[config.mk]
export PLATFORM = sky130hd
export DESIGN_NAME = id_pipe_stage
export DESIGN_NICKNAME = d
export VERILOG_FILES = /design/src/rtl/id_pkg.sv /design/src/rtl/id_decoder.sv /design/src/rtl/id_pipe_stage.sv
export SDC_FILE = /design/constraint.sdc
export NUM_CORES = 1
export LEC_CHECK = 0
export ABC_AREA = 1
export BUFFER_PORTS_ARGS = -buffer_cell sky130_fd_sc_hd__buf_2
export CORE_MARGIN = 5
export CORE_UTILIZATION = 60
export DETAILED_ROUTE_END_ITERATION = 8
export PLACE_DENSITY = 0.9
export SYNTH_ARGS = -nofsm -noshare
export SYNTH_HDL_FRONTEND = slang
export SYNTH_SLANG_ARGS = --single-unit
export TNS_END_PERCENT = 10
[constraint.sdc]
create_clock -name clk -period 14.48 [get_ports clk]
set_input_delay 2.896 -clock clk [delete_from_list [all_inputs] [get_ports clk]]
set_output_delay 2.896 -clock clk [all_outputs]
set_load 0.01 [all_outputs]
[src/rtl/id_pkg.sv]
// Shared decode types for the instruction-decode pipe stage: instruction classes,
// RV32I major opcodes and the decoded-entry record buffered by id_pipe_stage.
package id_pkg;

  typedef enum logic [3:0] {
    IT_R       = 4'd0,
    IT_I       = 4'd1,
    IT_S       = 4'd2,
    IT_B       = 4'd3,
    IT_U       = 4'd4,
    IT_J       = 4'd5,
    IT_UNKNOWN = 4'd6
  } instr_type_t;

  localparam logic [6:0] OP_OP     = 7'b0110011;
  localparam logic [6:0] OP_IMM    = 7'b0010011;
  localparam logic [6:0] OP_LOAD   = 7'b0000011;
  localparam logic [6:0] OP_JALR   = 7'b1100111;
  localparam logic [6:0] OP_SYSTEM = 7'b1110011;
  localparam logic [6:0] OP_FENCE  = 7'b0001111;
  localparam logic [6:0] OP_STORE  = 7'b0100011;
  localparam logic [6:0] OP_BRANCH = 7'b1100011;
  localparam logic [6:0] OP_LUI    = 7'b0110111;
  localparam logic [6:0] OP_AUIPC  = 7'b0010111;
  localparam logic [6:0] OP_JAL    = 7'b1101111;

  typedef struct packed {
    logic [31:0] instr;
    logic [6:0]  opcode;
    logic [2:0]  funct3;
    logic [6:0]  funct7;
    logic [4:0]  rs1_idx;
    logic [4:0]  rs2_idx;
    logic [4:0]  rd_idx;
    logic [31:0] imm;
    instr_type_t instr_type;
    logic        rd_we;
    logic        illegal;
  } id_entry_t;

  function automatic instr_type_t classify_opcode(input logic [6:0] op);
    instr_type_t t;
    case (op)
      OP_OP:                                          t = IT_R;
      OP_IMM, OP_LOAD, OP_JALR, OP_SYSTEM, OP_FENCE:  t = IT_I;
      OP_STORE:                                       t = IT_S;
      OP_BRANCH:                                      t = IT_B;
      OP_LUI, OP_AUIPC:                               t = IT_U;
      OP_JAL:                                         t = IT_J;
      default:                                        t = IT_UNKNOWN;
    endcase
    return t;
  endfunction

endpackage

[src/rtl/id_decoder.sv]
// Combinational RV32I field decoder. Illegal-encoding detection is built only
// when ID_ILLEGAL_CHK_EN is defined; otherwise illegal is tied low.
module id_decoder
  import id_pkg::*;
(
  input  logic [31:0] i_instr,
  output id_entry_t   o_entry
);

  logic [6:0]  w_opcode;
  logic [2:0]  w_funct3;
  logic [6:0]  w_funct7;
  instr_type_t w_type;
  logic [31:0] w_imm;
  logic [4:0]  w_rs1;
  logic [4:0]  w_rs2;
  logic [4:0]  w_rd;
  logic        w_illegal;
  logic        w_rd_we;

  assign w_opcode = i_instr[6:0];
  assign w_funct3 = i_instr[14:12];
  assign w_funct7 = i_instr[31:25];
  assign w_type   = classify_opcode(w_opcode);

  always_comb begin
    w_imm = '0;
    case (w_type)
      IT_I: w_imm = {{20{i_instr[31]}}, i_instr[31:20]};
      IT_S: w_imm = {{20{i_instr[31]}}, i_instr[31:25], i_instr[11:7]};
      IT_B: w_imm = {{19{i_instr[31]}}, i_instr[31], i_instr[7], i_instr[30:25], i_instr[11:8], 1'b0};
      IT_U: w_imm = {i_instr[31:12], 12'b0};
      IT_J: w_imm = {{11{i_instr[31]}}, i_instr[31], i_instr[19:12], i_instr[20], i_instr[30:21], 1'b0};
      default: w_imm = '0;
    endcase
  end

  // Register indices are zeroed where the format has no such field.
  always_comb begin
    w_rs1 = i_instr[19:15];
    w_rs2 = i_instr[24:20];
    w_rd  = i_instr[11:7];
    if (w_type inside {IT_U, IT_J, IT_UNKNOWN}) w_rs1 = '0;
    if (!(w_type inside {IT_R, IT_S, IT_B}))    w_rs2 = '0;
    if (w_type inside {IT_S, IT_B, IT_UNKNOWN}) w_rd  = '0;
  end

`ifdef ID_ILLEGAL_CHK_EN
  always_comb begin
    w_illegal = (i_instr[1:0] != 2'b11) || (w_type == IT_UNKNOWN);
    case (w_opcode)
      OP_OP: begin
        if (!((w_funct7 == 7'b0000000) ||
              ((w_funct7 == 7'b0100000) && ((w_funct3 == 3'b000) || (w_funct3 == 3'b101)))))
          w_illegal = 1'b1;
      end
      OP_IMM: begin
        if ((w_funct3 == 3'b001) && (w_funct7 != 7'b0000000))
          w_illegal = 1'b1;
        if ((w_funct3 == 3'b101) && (w_funct7 != 7'b0000000) && (w_funct7 != 7'b0100000))
          w_illegal = 1'b1;
      end
      OP_BRANCH: if ((w_funct3 == 3'b010) || (w_funct3 == 3'b011)) w_illegal = 1'b1;
      OP_LOAD:   if ((w_funct3 == 3'b011) || (w_funct3 >= 3'b110)) w_illegal = 1'b1;
      OP_STORE:  if (w_funct3 >= 3'b011) w_illegal = 1'b1;
      default:   ;
    endcase
  end
`else
  assign w_illegal = 1'b0;
`endif

  assign w_rd_we = (w_rd != 5'd0) && (w_type inside {IT_R, IT_I, IT_U, IT_J}) && !w_illegal;

  always_comb begin
    o_entry            = '0;
    o_entry.instr      = i_instr;
    o_entry.opcode     = w_opcode;
    o_entry.funct3     = w_funct3;
    o_entry.funct7     = w_funct7;
    o_entry.rs1_idx    = w_rs1;
    o_entry.rs2_idx    = w_rs2;
    o_entry.rd_idx     = w_rd;
    o_entry.imm        = w_imm;
    o_entry.instr_type = w_type;
    o_entry.rd_we      = w_rd_we;
    o_entry.illegal    = w_illegal;
  end

endmodule

[src/rtl/id_pipe_stage.sv]
// Decode pipe stage: decodes on entry and buffers entries in a BUF_DEPTH FIFO.
// Optional illegal-encoding check is enabled with the ID_ILLEGAL_CHK_EN macro.
module id_pipe_stage
  import id_pkg::*;
#(
  parameter int PC_W      = 32,
  parameter int BUF_DEPTH = 2
) (
  input  logic            clk,
  input  logic            rst,
  input  logic            in_valid,
  output logic            in_ready,
  input  logic [31:0]     in_instr,
  input  logic [PC_W-1:0] in_pc,
  input  logic            flush,
  output logic            out_valid,
  input  logic            out_ready,
  output logic [PC_W-1:0] out_pc,
  output logic [31:0]     out_instr,
  output logic [6:0]      opcode,
  output logic [2:0]      funct3,
  output logic [6:0]      funct7,
  output logic [4:0]      rs1_idx,
  output logic [4:0]      rs2_idx,
  output logic [4:0]      rd_idx,
  output logic [31:0]     imm,
  output logic [3:0]      instr_type,
  output logic            rd_we,
  output logic            illegal
);

  localparam int PTR_W = (BUF_DEPTH > 1) ? $clog2(BUF_DEPTH) : 1;
  localparam int CNT_W = $clog2(BUF_DEPTH + 1);
  localparam logic [PTR_W-1:0] LAST_PTR = PTR_W'(BUF_DEPTH - 1);

  id_entry_t        w_dec;
  id_entry_t        w_head;
  logic [PC_W-1:0]  w_head_pc;
  logic             w_push;
  logic             w_pop;

  id_entry_t        r_entry_mem [BUF_DEPTH];
  logic [PC_W-1:0]  r_pc_mem    [BUF_DEPTH];
  logic [PTR_W-1:0] r_wr_ptr;
  logic [PTR_W-1:0] r_rd_ptr;
  logic [CNT_W-1:0] r_count;

  id_decoder u_dec (
    .i_instr (in_instr),
    .o_entry (w_dec)
  );

  // Handshakes are masked while reset is held so nothing is exchanged in that cycle.
  assign in_ready  = rst && (r_count < CNT_W'(BUF_DEPTH));
  assign out_valid = rst && (r_count != '0);
  assign w_push    = in_valid && in_ready && !flush;
  assign w_pop     = out_valid && out_ready && !flush;

  function automatic logic [PTR_W-1:0] ptr_inc(input logic [PTR_W-1:0] p);
    return (p == LAST_PTR) ? '0 : p + PTR_W'(1);
  endfunction

  always_ff @(posedge clk) begin
    if (!rst) begin
      r_wr_ptr <= '0;
      r_rd_ptr <= '0;
      r_count  <= '0;
    end else if (flush) begin
      r_wr_ptr <= '0;
      r_rd_ptr <= '0;
      r_count  <= '0;
    end else begin
      if (w_push) r_wr_ptr <= ptr_inc(r_wr_ptr);
      if (w_pop)  r_rd_ptr <= ptr_inc(r_rd_ptr);
      case ({w_push, w_pop})
        2'b10:   r_count <= r_count + CNT_W'(1);
        2'b01:   r_count <= r_count - CNT_W'(1);
        default: r_count <= r_count;
      endcase
    end
  end

  // Storage carries no reset; occupancy alone decides what is valid.
  always_ff @(posedge clk) begin
    if (w_push) begin
      r_entry_mem[r_wr_ptr] <= w_dec;
      r_pc_mem[r_wr_ptr]    <= in_pc;
    end
  end

  assign w_head    = r_entry_mem[r_rd_ptr];
  assign w_head_pc = r_pc_mem[r_rd_ptr];

  always_comb begin
    out_pc     = '0;
    out_instr  = '0;
    opcode     = '0;
    funct3     = '0;
    funct7     = '0;
    rs1_idx    = '0;
    rs2_idx    = '0;
    rd_idx     = '0;
    imm        = '0;
    instr_type = '0;
    rd_we      = 1'b0;
    illegal    = 1'b0;
    if (out_valid) begin
      out_pc     = w_head_pc;
      out_instr  = w_head.instr;
      opcode     = w_head.opcode;
      funct3     = w_head.funct3;
      funct7     = w_head.funct7;
      rs1_idx    = w_head.rs1_idx;
      rs2_idx    = w_head.rs2_idx;
      rd_idx     = w_head.rd_idx;
      imm        = w_head.imm;
      instr_type = w_head.instr_type;
      rd_we      = w_head.rd_we;
      illegal    = w_head.illegal;
    end
  end

endmodule

# Yosys cells after proc, flatten, opt, wreduce, memory -nomap -nowiden
# Memories as Yosys holds them, arrays and structs flattened. A register that Yosys moved wholly into a read port is not among the register bits.
# Cells that the tools add are included.
dict set report totals {
  ff_bits 4
  ram_bits 264
  inputBits 69
  out_inout_bits 136
  elab_cells 75
  mem_count 2
}
# memory words width read_ports rd_ports_with_merged_regs write_ports line
set memory_table {}
lappend memory_table {r_entry_mem 2 100 1 1 1 id_pipe_stage.sv:42} ;# id_entry_t r_entry_mem [BUF_DEPTH];
lappend memory_table {r_pc_mem 2 32 1 1 1 id_pipe_stage.sv:43} ;# logic [PC_W-1:0] r_pc_mem [BUF_DEPTH];
dict set report classes {
  add_sub_neg 4
  order_cmp 1
  n_eq_ne 19
  mux 26
  bitwise_logic 1
  reduce_logical 19
}
# cell count
set ops {}
lappend ops {{one-hot mux 32 bit (5 select lines)} 1}
lappend ops {{two-way mux 32 bit} 3}
lappend ops {{two-way mux 5 bit} 6}
lappend ops {{equality test 7 bit (second input constant)} 4}
lappend ops {{equality test 7 x 6 -> 1 bit (second input constant)} 3}
lappend ops {{one-hot mux 3 bit (6 select lines)} 1}
lappend ops {{equality test 7 x 5 -> 1 bit (second input constant)} 2}
lappend ops {{two-way mux 7 bit} 2}
lappend ops {{two-way mux 1 bit} 10}
lappend ops {{equality test 3 bit (second input constant)} 3}
lappend ops {{nonzero test 3 bit} 3}
lappend ops {{equality test 7 x 2 -> 1 bit (second input constant)} 1}
lappend ops {{equality test 7 x 4 -> 1 bit (second input constant)} 1}
lappend ops {{logical AND 1 bit} 7}
lappend ops {{equality test 3 x 2 -> 1 bit (second input constant)} 2}
lappend ops {{nonzero test 5 bit} 1}
lappend ops {{OR reduction 5 bit} 1}
lappend ops {{logical NOT 4 bit} 1}
lappend ops {{two-way mux 4 bit} 1}
lappend ops {{one-hot mux 2 bit (2 select lines)} 1}
lappend ops {{nonzero test 2 bit} 2}
lappend ops {{nonzero test 4 bit} 1}
lappend ops {{OR reduction 2 bit} 2}
lappend ops {{equality test 3 x 1 -> 1 bit (second input constant)} 1}
lappend ops {{other kinds (9)} 10}

# Depth between registers and ports, before layout
# Gate-level depths: netlist of run 1.
dict set report logic_depth {
  word_depth 8
  mapped_depth 17
  ltp_nobuf 16
}

# Cells and area by module
# From an unflattened synthesis of run 1, not the netlist that was laid out.
dict set report hier_totals {
  cells_unflattened 1249
  area_unflattened_um2 12624.6
}
# module instances cells_per_inst area_each_um2
set by_module_without_submodules {}
lappend by_module_without_submodules {id_pipe_stage 1 1019 11274.6}
lappend by_module_without_submodules {id_decoder 1 230 1350.0}

# Least setup slack after synthesis of run 1
# Ideal clock, no wire load.
dict set report synth_path {
  path_kind {input -> register}
  from {input rst}
  to {memory r_entry_mem[0][0] (netlist name) (enable)}
  arrival_ns 8.118
  slack_ns 5.771
  stages 4
  n_path_buf 0
  cell_sequence {inv_1 > nor2_1 > nand3b_1 > nor2_1}
}
dict set report synth_between {
  elab_chain_len 5
}
# item line
set synth_lines {}
lappend synth_lines {{start: declaration} id_pipe_stage.sv:10} ;# input logic rst,
lappend synth_lines {{logical AND 1 bit} id_pipe_stage.sv:54} ;# assign in_ready = rst && (r_count < CNT_W'(BUF_DEPTH));
lappend synth_lines {{logical AND 1 bit (2 in series)} id_pipe_stage.sv:56} ;# assign w_push = in_valid && in_ready && !flush;
lappend synth_lines {{two-way mux 1 bit} id_pipe_stage.sv:85} ;# if (w_push) begin
lappend synth_lines {{two-way mux 1 bit (not written as such)} id_pipe_stage.sv:86} ;# r_entry_mem[r_wr_ptr] <= w_dec;
lappend synth_lines {{end: declaration} id_pipe_stage.sv:42}
# No other way between the ends.

# Worst setup path after layout of run 1
dict set report layout_path {
  from {input rst}
  to {output out_pc[28]}
}
dict set report layout_between {
  elab_chain_len 2
}
# item line
set layout_lines {}
lappend layout_lines {{logical AND 1 bit} id_pipe_stage.sv:55} ;# assign out_valid = rst && (r_count != '0);
lappend layout_lines {{two-way mux 32 bit} id_pipe_stage.sv:107} ;# if (out_valid) begin
lappend layout_lines {{end: declaration} id_pipe_stage.sv:18} ;# output logic [PC_W-1:0] out_pc,
# No other way between the ends.

==> results.yml, run 1 <==
status:
  outcome: "finished, final reports clean"
synthesis:
  synthAdderAreaFrac_pct: 0.4761
  synth-xor-area-share_pct: 0.1666
  muxShareOfSynthArea_pct: 12.32
  synth_top_area_cell: "edfxtp_1"
  synth-compound-area-share_pct: 1.357
  syn_area_sq_mm: 0.01051
  synth_area_per_cell_sq_um: 12.41
  synth_top_family_by_area: "multiplexers"
  syn_inst: 847
  yosys_warnings: 0
  ys_seq_area_share_pct: 66.65
  ys_seq_elements: 235
  yosys.area_share.simple_pct: 10.59
  synth_top_area_share_pct: 65.70
  synth_area_leaders: "edfxtp_1 66%, mux2_2 12%, nand2_1 6.1%"
  ys_types: 32
worst_setup_path:
  crit_path_cell_trace: "buf_2, inv_1, nor2_4, buf_4, nand2_1, inv_1, buf_2"
  cp_max_fo: 65
  crit_type: "in -> out"
  worstPathRequired_ns: 11.58
  path_buf_inv: 5
  slowest_delay_ns: 0.95
  cp-start-kind: "input pin"
  cp-end-kind: "output port"
  arrival_ns: 5.13
  crit_path_top_delay_cell: "nor2_4"
  critical-path-top-delay-family: "simple AND/OR/NAND/NOR gates"
cts:
  cts_resized: 0
  cts_made_buffers: 23
  clock_latency_ns: 0.50
  clock-root-buffer: "clkbuf_16"
  postCtsHoldBufs: 0
  cts.sinks: 235
  cts.path.max_buffers: 3
  cts_tree: "yes"
  cts_max_level: 1
  path_clk_slew_ns: 0.06
  cts_setup_buffers: 0
worst_hold_path:
  hold_path_class: "reg -> reg"
sta:
  rsz0062_at_grt: "false"
  hold_viol: 0
  fmax_mhz: 124.5
  tns_ns: 0
  fin_ws_ns: 6.451
  worst_pin_slew_ns: 1.225
  maxSlewHeadroom_pct: 18.17
  period_minus_slack_ns: 8.029
  maxSlewViolCount: 0
  finalClockSkew_ns: 0.007339
  final-setup-viol-count: 0
  post-route-period-util_pct: 55.45
die:
  floorplan.rows: 48
  die_y_um: 142.4
  die-area_sq_mm: 0.02027
  io_pins: 205
  initial_core_util_pct: 60.99
  core_sq_mm: 0.01724
  die_w_um: 142.4
routing:
  viasPerCell: 5.159
  num_vias: 6557
  wl_per_cell_um: 16.42
  drt_drc_violations_left: 0
  ant_nets: 0
  drtPass1Iterations: 5
  routed_wl_um: 20870
  drtIter0Drc: 443
power_and_ir_drop:
  irDropWorstVdd_mv: 0.09380
  power_density_mw_per_mm2: 110.0
  power.total_mw: 1.349
  p_sw_share_pct: 19.46
  internal_power_mw: 1.086
  leakagePower_nw: 5.963
  power_frac_comb_pct: 3.9
  power.share.clock_pct: 40.1
  net-switching-power_mw: 0.2625
  sequentialPowerShare_pct: 56.0
global_routing:
  grt_max_degree: 85
  grt_use_total_pct: 20.23
  antenna_found_initial: 0
  grt_pass1_wl_um: 32910
  grt_pass1_vias: 6694
  overflow: 0
job:
  max-cap-violations: 0
finish:
  num_antenna_cells: 0
  area_growth_pct: 16.66
  fillCellCount: 1138
  layout-drive-gt1-share_pct: 36.62
  finalNetCount: 1104
  post-route-util_pct: 71.15
placement:
  dp_slack_ns: 6.445
  dp_hpwl_um: 13770
  place.gp.congestion: 0.7906
  port_buffers: 202
==> power by group through the flow <==
| stage | registers (mW) | clock network, mW | logic [mW] |
|---|---|---|---|
| floorplan | 0.771 | 0 | 0.0278 |
| global placement | 0.769 | 0 | 0.0498 |
| detailed placement | 0.770 | 0 | 0.0520 |
| CTS | 0.755 | 0.551 | 0.0525 |
| global route | 0.755 | 0.582 | 0.0576 |
| finish | 0.755 | 0.541 | 0.0523 |
==> synthesized netlist by cell type <==
library cell / instances
edfxtp_1: 230
nand2_1: 170
inv_1: 153
mux2_2: 115
nor2_1: 41
nand3_1: 21
buf_4: 20
clkbuf_1: 13
a21oi_1: 10
inv_2: 8
buf_2: 7
buf_1: 6
nor2_4: 6
dfxtp_1: 5
nand2_2: 5
o21ai_0: 5
o21ai_2: 5
ha_1: 4
nand4_1: 4
buf_6: 2
nand3_4: 2
nor2_2: 2
nor3_1: 2
o21ai_1: 2
xnor2_1: 2
a31oi_1: 1
conb_1: 1
nand2_4: 1
nand3_2: 1
nand3b_1: 1
o31ai_1: 1
or2_2: 1
==> registers in the layout, summed over array words and instances, names as in the netlist, named ones only <==
register / flops
r_count: 2
r_entry_mem: 166
r_pc_mem: 64
r_rd_ptr: 1
r_wr_ptr: 1
==> stage by stage <==
stage,hold slack (ns),area (sq um),instances
after global routing,0.5477,12260,1271
final,0.5017,12260,1271
after detailed placement,0.4921,11590,1231
after global placement,0.4716,11590,1231
after CTS,0.5016,12260,1271
after floorplan,0.4507,10520,848
==> worst register-to-register path, delay by kind of cell (launching register included) <==
family                 cells  cell delay [ns]
flip-flops                 1             0.35
buffers and inverters      1             0.95
AND/OR/NAND/NOR            2             1.19
==> layout by cell type, fill, tap and decap left out, types with 9 or more instances in the layout <==
cell type / instances
edfxtp_1: 230
buf_2: 202
nand2_1: 170
inv_1: 153
mux2_2: 115
nor2_1: 38
clkbuf_16: 23
nand3_1: 21
a21oi_1: 10
nor2_4: 9
clkbuf_1: 9
==> worst paths after layout <==
| kind | start | endpoint | slack (ns) | cells after the start |
|---|---|---|---|---|
| worst max register to register | r_count[1] | r_entry_mem[0][41] | 11.52 | 3 |
| worst min-delay path | r_count[0] | r_count[0] | 0.50 | 1 |
| worst min register to register | r_count[0] | r_count[0] | 0.50 | 1 |
| worst max-delay path | rst | out_pc[28] | 6.45 | 7 |
==> cell families after synthesis <==
family,Yosys count
XOR/XNOR,2
buffers and inverters,209
flip-flops,235
adder cells (fa/ha/maj),4
multiplexers,115
AO/OA/AOI/OAI,24
other,1
AND/OR/NAND/NOR,257
==> final cells by class <==
cell class,instances,area (sq um),area share [%]
Sequential cell,235,7010,57.16
Multi-Input combinational cell,404,2649,21.60
Timing Repair Buffer,206,1041,8.488
Clock buffer,33,623.1,5.081
Inverter,161,604.3,4.928
Tap cell,225,281.5,2.295
Clock inverter,7,55.05,0.4489
==> routing by layer <==
metal / global-route usage (%) / share of wire, % / vias to the layer above
met5: 0 / 0 / -
met1: 27.13 / 41 / 3091
li1: - / - / 3154
met4: 5.503 / 2.5 / 0
met3: 3.394 / 8.3 / 44
met2: 34.63 / 49 / 268
Note: power is estimated with default switching activity, not from simulation.
==> run 2: changes to the inputs <==
--- a/config.mk
+++ b/config.mk
@@ -8,9 +8,9 @@
 export ABC_AREA = 1
 export BUFFER_PORTS_ARGS = -buffer_cell sky130_fd_sc_hd__buf_2
 export CORE_MARGIN = 5
-export CORE_UTILIZATION = 60
+export CORE_UTILIZATION = 55
 export DETAILED_ROUTE_END_ITERATION = 8
-export PLACE_DENSITY = 0.9
+export PLACE_DENSITY = 0.84
 export SYNTH_ARGS = -nofsm -noshare
 export SYNTH_HDL_FRONTEND = slang
 export SYNTH_SLANG_ARGS = --single-unit
==> constraint.sdc (replaced) <==
create_clock -name clk -period 8.18 [get_ports clk]
set_input_delay 1.636 -clock clk [delete_from_list [all_inputs] [get_ports clk]]
set_output_delay 1.636 -clock clk [all_outputs]
set_load 0.01 [all_outputs]
==> results.yml, run 2 (same netlist as run 1, synthesis figures left out) <==
power_and_ir_drop:
  power.total_mw: 2.495
  p_sw_share_pct: 19.42
  sequentialPowerShare_pct: 53.6
  power_density_mw_per_mm2: 201.4
  irDropWorstVdd_mv: 0.1785
  internal_power_mw: 2.011
  net-switching-power_mw: 0.4845
  leakagePower_nw: 6.029
  power_frac_comb_pct: 3.7
  power.share.clock_pct: 42.7
worst_setup_path:
  crit_path_cell_trace: "buf_2, inv_1, nor2_4, buf_4, nand2_1, inv_1, buf_2"
  worstPathRequired_ns: 6.54
  rr_worst_depth: 3
  cp_max_fo: 59
  cp-end-kind: "output port"
  crit_type: "in -> out"
  reg2reg_slack_ns: 5.56
  path_buf_inv: 5
  critPathLaunch: "rst"
  arrival_ns: 2.96
  crit_cells: 7
  critical-path-top-delay-family: "buffers and inverters"
  cp-start-kind: "input pin"
  crit_path_top_delay_cell: "buf_4"
  r2r-start: "r_count[1]"
  setup.worst_path.end: "rs2_idx[4]"
  slowest_delay_ns: 0.52
  r2r_end: "r_entry_mem[1][70]"
status:
  outcome: "finished, final reports clean"
routing:
  dr_wl_met3_um: 1541
  top_layer: "met4"
  drtPass1Iterations: 5
  drtIter0Drc: 397
  viasPerCell: 5.145
  wl_met1_um: 8737
  num_vias: 6606
  ant_nets: 0
  wl_per_cell_um: 16.89
  met2_wirelength_um: 10840
  drt_drc_violations_left: 0
  routed_wl_um: 21690
global_routing:
  antenna_found_initial: 0
  grt_use_total_pct: 19.41
  overflow: 0
  grt_pass1_vias: 6846
  grt_max_degree: 68
  grt_pass1_wl_um: 34310
finish:
  layout-drive-gt1-share_pct: 37.24
  finalNetCount: 1108
  final_cell_mix: "230 x edfxtp_1, 202 x buf_2, 170 x nand2_1"
  post-route-util_pct: 66.01
  fin_cells: 1284
  layout_commonest_cell: "edfxtp_1"
  top_regs: "r_entry_mem: 166 flops, r_pc_mem: 64 flops, r_count: 2 flops"
  num_antenna_cells: 0
  area_growth_pct: 17.85
  top_register: "r_entry_mem"
  final_cell_area_sq_mm: 0.01239
  largest_reg_flops: 166
placement:
  place.gp.congestion: 0.7977
  dp_slack_ns: 3.587
  port_buffers: 202
  dp_hpwl_um: 14960
  place_area_sq_mm: 0.01162
  placed_cells: 1243
sta:
  maxSlewHeadroom_pct: 38.26
  fmax_mhz: 217.8
  worst_pin_slew_ns: 0.9261
  post-route-period-util_pct: 56.14
  finalClockSkew_ns: 0.006092
  holdWs_ns: 0.4910
  hold_viol: 0
  rsz0062_at_grt: "false"
  final-setup-viol-count: 0
  period_minus_slack_ns: 4.592
  maxSlewViolCount: 0
  fin_ws_ns: 3.588
  tns_ns: 0
worst_hold_path:
  hold_path_class: "reg -> reg"
die:
  io_pins: 205
  die_w_um: 148.3
  initial_core_util_pct: 56.01
  die-area_sq_mm: 0.02198
  die_y_um: 148.3
  floorplan.rows: 50
  core_sq_mm: 0.01877
cts:
  cts.path.max_buffers: 3
  clock_latency_ns: 0.50
  cts_max_level: 1
  cts.sinks: 235
  cts_made_buffers: 24
  clock-root-buffer: "clkbuf_16"
  cts_resized: 0
  cts_setup_buffers: 0
  path_clk_slew_ns: 0.06
  cts_tree: "yes"
  postCtsHoldBufs: 0
job:
  max-cap-violations: 0
run 2: changes by cell type in the layout (fill, tap and decap cells not counted), sizes merged:
| cell | change |
|---|---|
| bufinv | +2 |
| clkbuf | -5 |
| clkinv | +4 |
| buf | +3 |
run 2: worst reg2reg max path, cell delays in order (launching register included):
cell	delay [ns]
dfxtp_1	0.34
nand3b_1	0.34
nor2_4	0.78
buf_4	0.76
run 2: how the worst min path moves through the flow:
stage | startpoint | end | slack [ns] | cells after the start
after floorplan | r_count[1] | r_count[1] | 0.45 | 1
after global placement | r_count[0] | r_count[0] | 0.47 | 1
after detailed placement | r_count[0] | r_count[0] | 0.49 | 1
after CTS | r_count[0] | r_count[0] | 0.50 | 1
after global routing | r_count[1] | r_count[1] | 0.54 | 1
final | r_count[0] | r_count[0] | 0.49 | 1
run 2: power groups by stage:
stage | clock network [mW] | registers, mW | logic, mW
after global placement | 0 | 1.36 | 0.0904
after CTS | 1.08 | 1.34 | 0.0943
after floorplan | 0 | 1.36 | 0.0493
final | 1.06 | 1.34 | 0.0936
after detailed placement | 0 | 1.36 | 0.0936
after global routing | 1.14 | 1.34 | 0.104
run 2: metal layers:
metal / track usage [%] / up-vias
met5: 0 / -
met4: 5.081 / 0
met3: 3.291 / 46
met2: 34.87 / 257
met1: 24.52 / 3146
li1: - / 3157
run 2: cell type report:
cell class,instances,area [sq um]
Inverter,161,604.3
Fill cell,1373,6379
Clock buffer,28,636.9
Multi-Input combinational cell,404,2649
Timing Repair Buffer,209,1064
Sequential cell,235,7010
Clock inverter,13,132.6
Tap cell,234,292.8
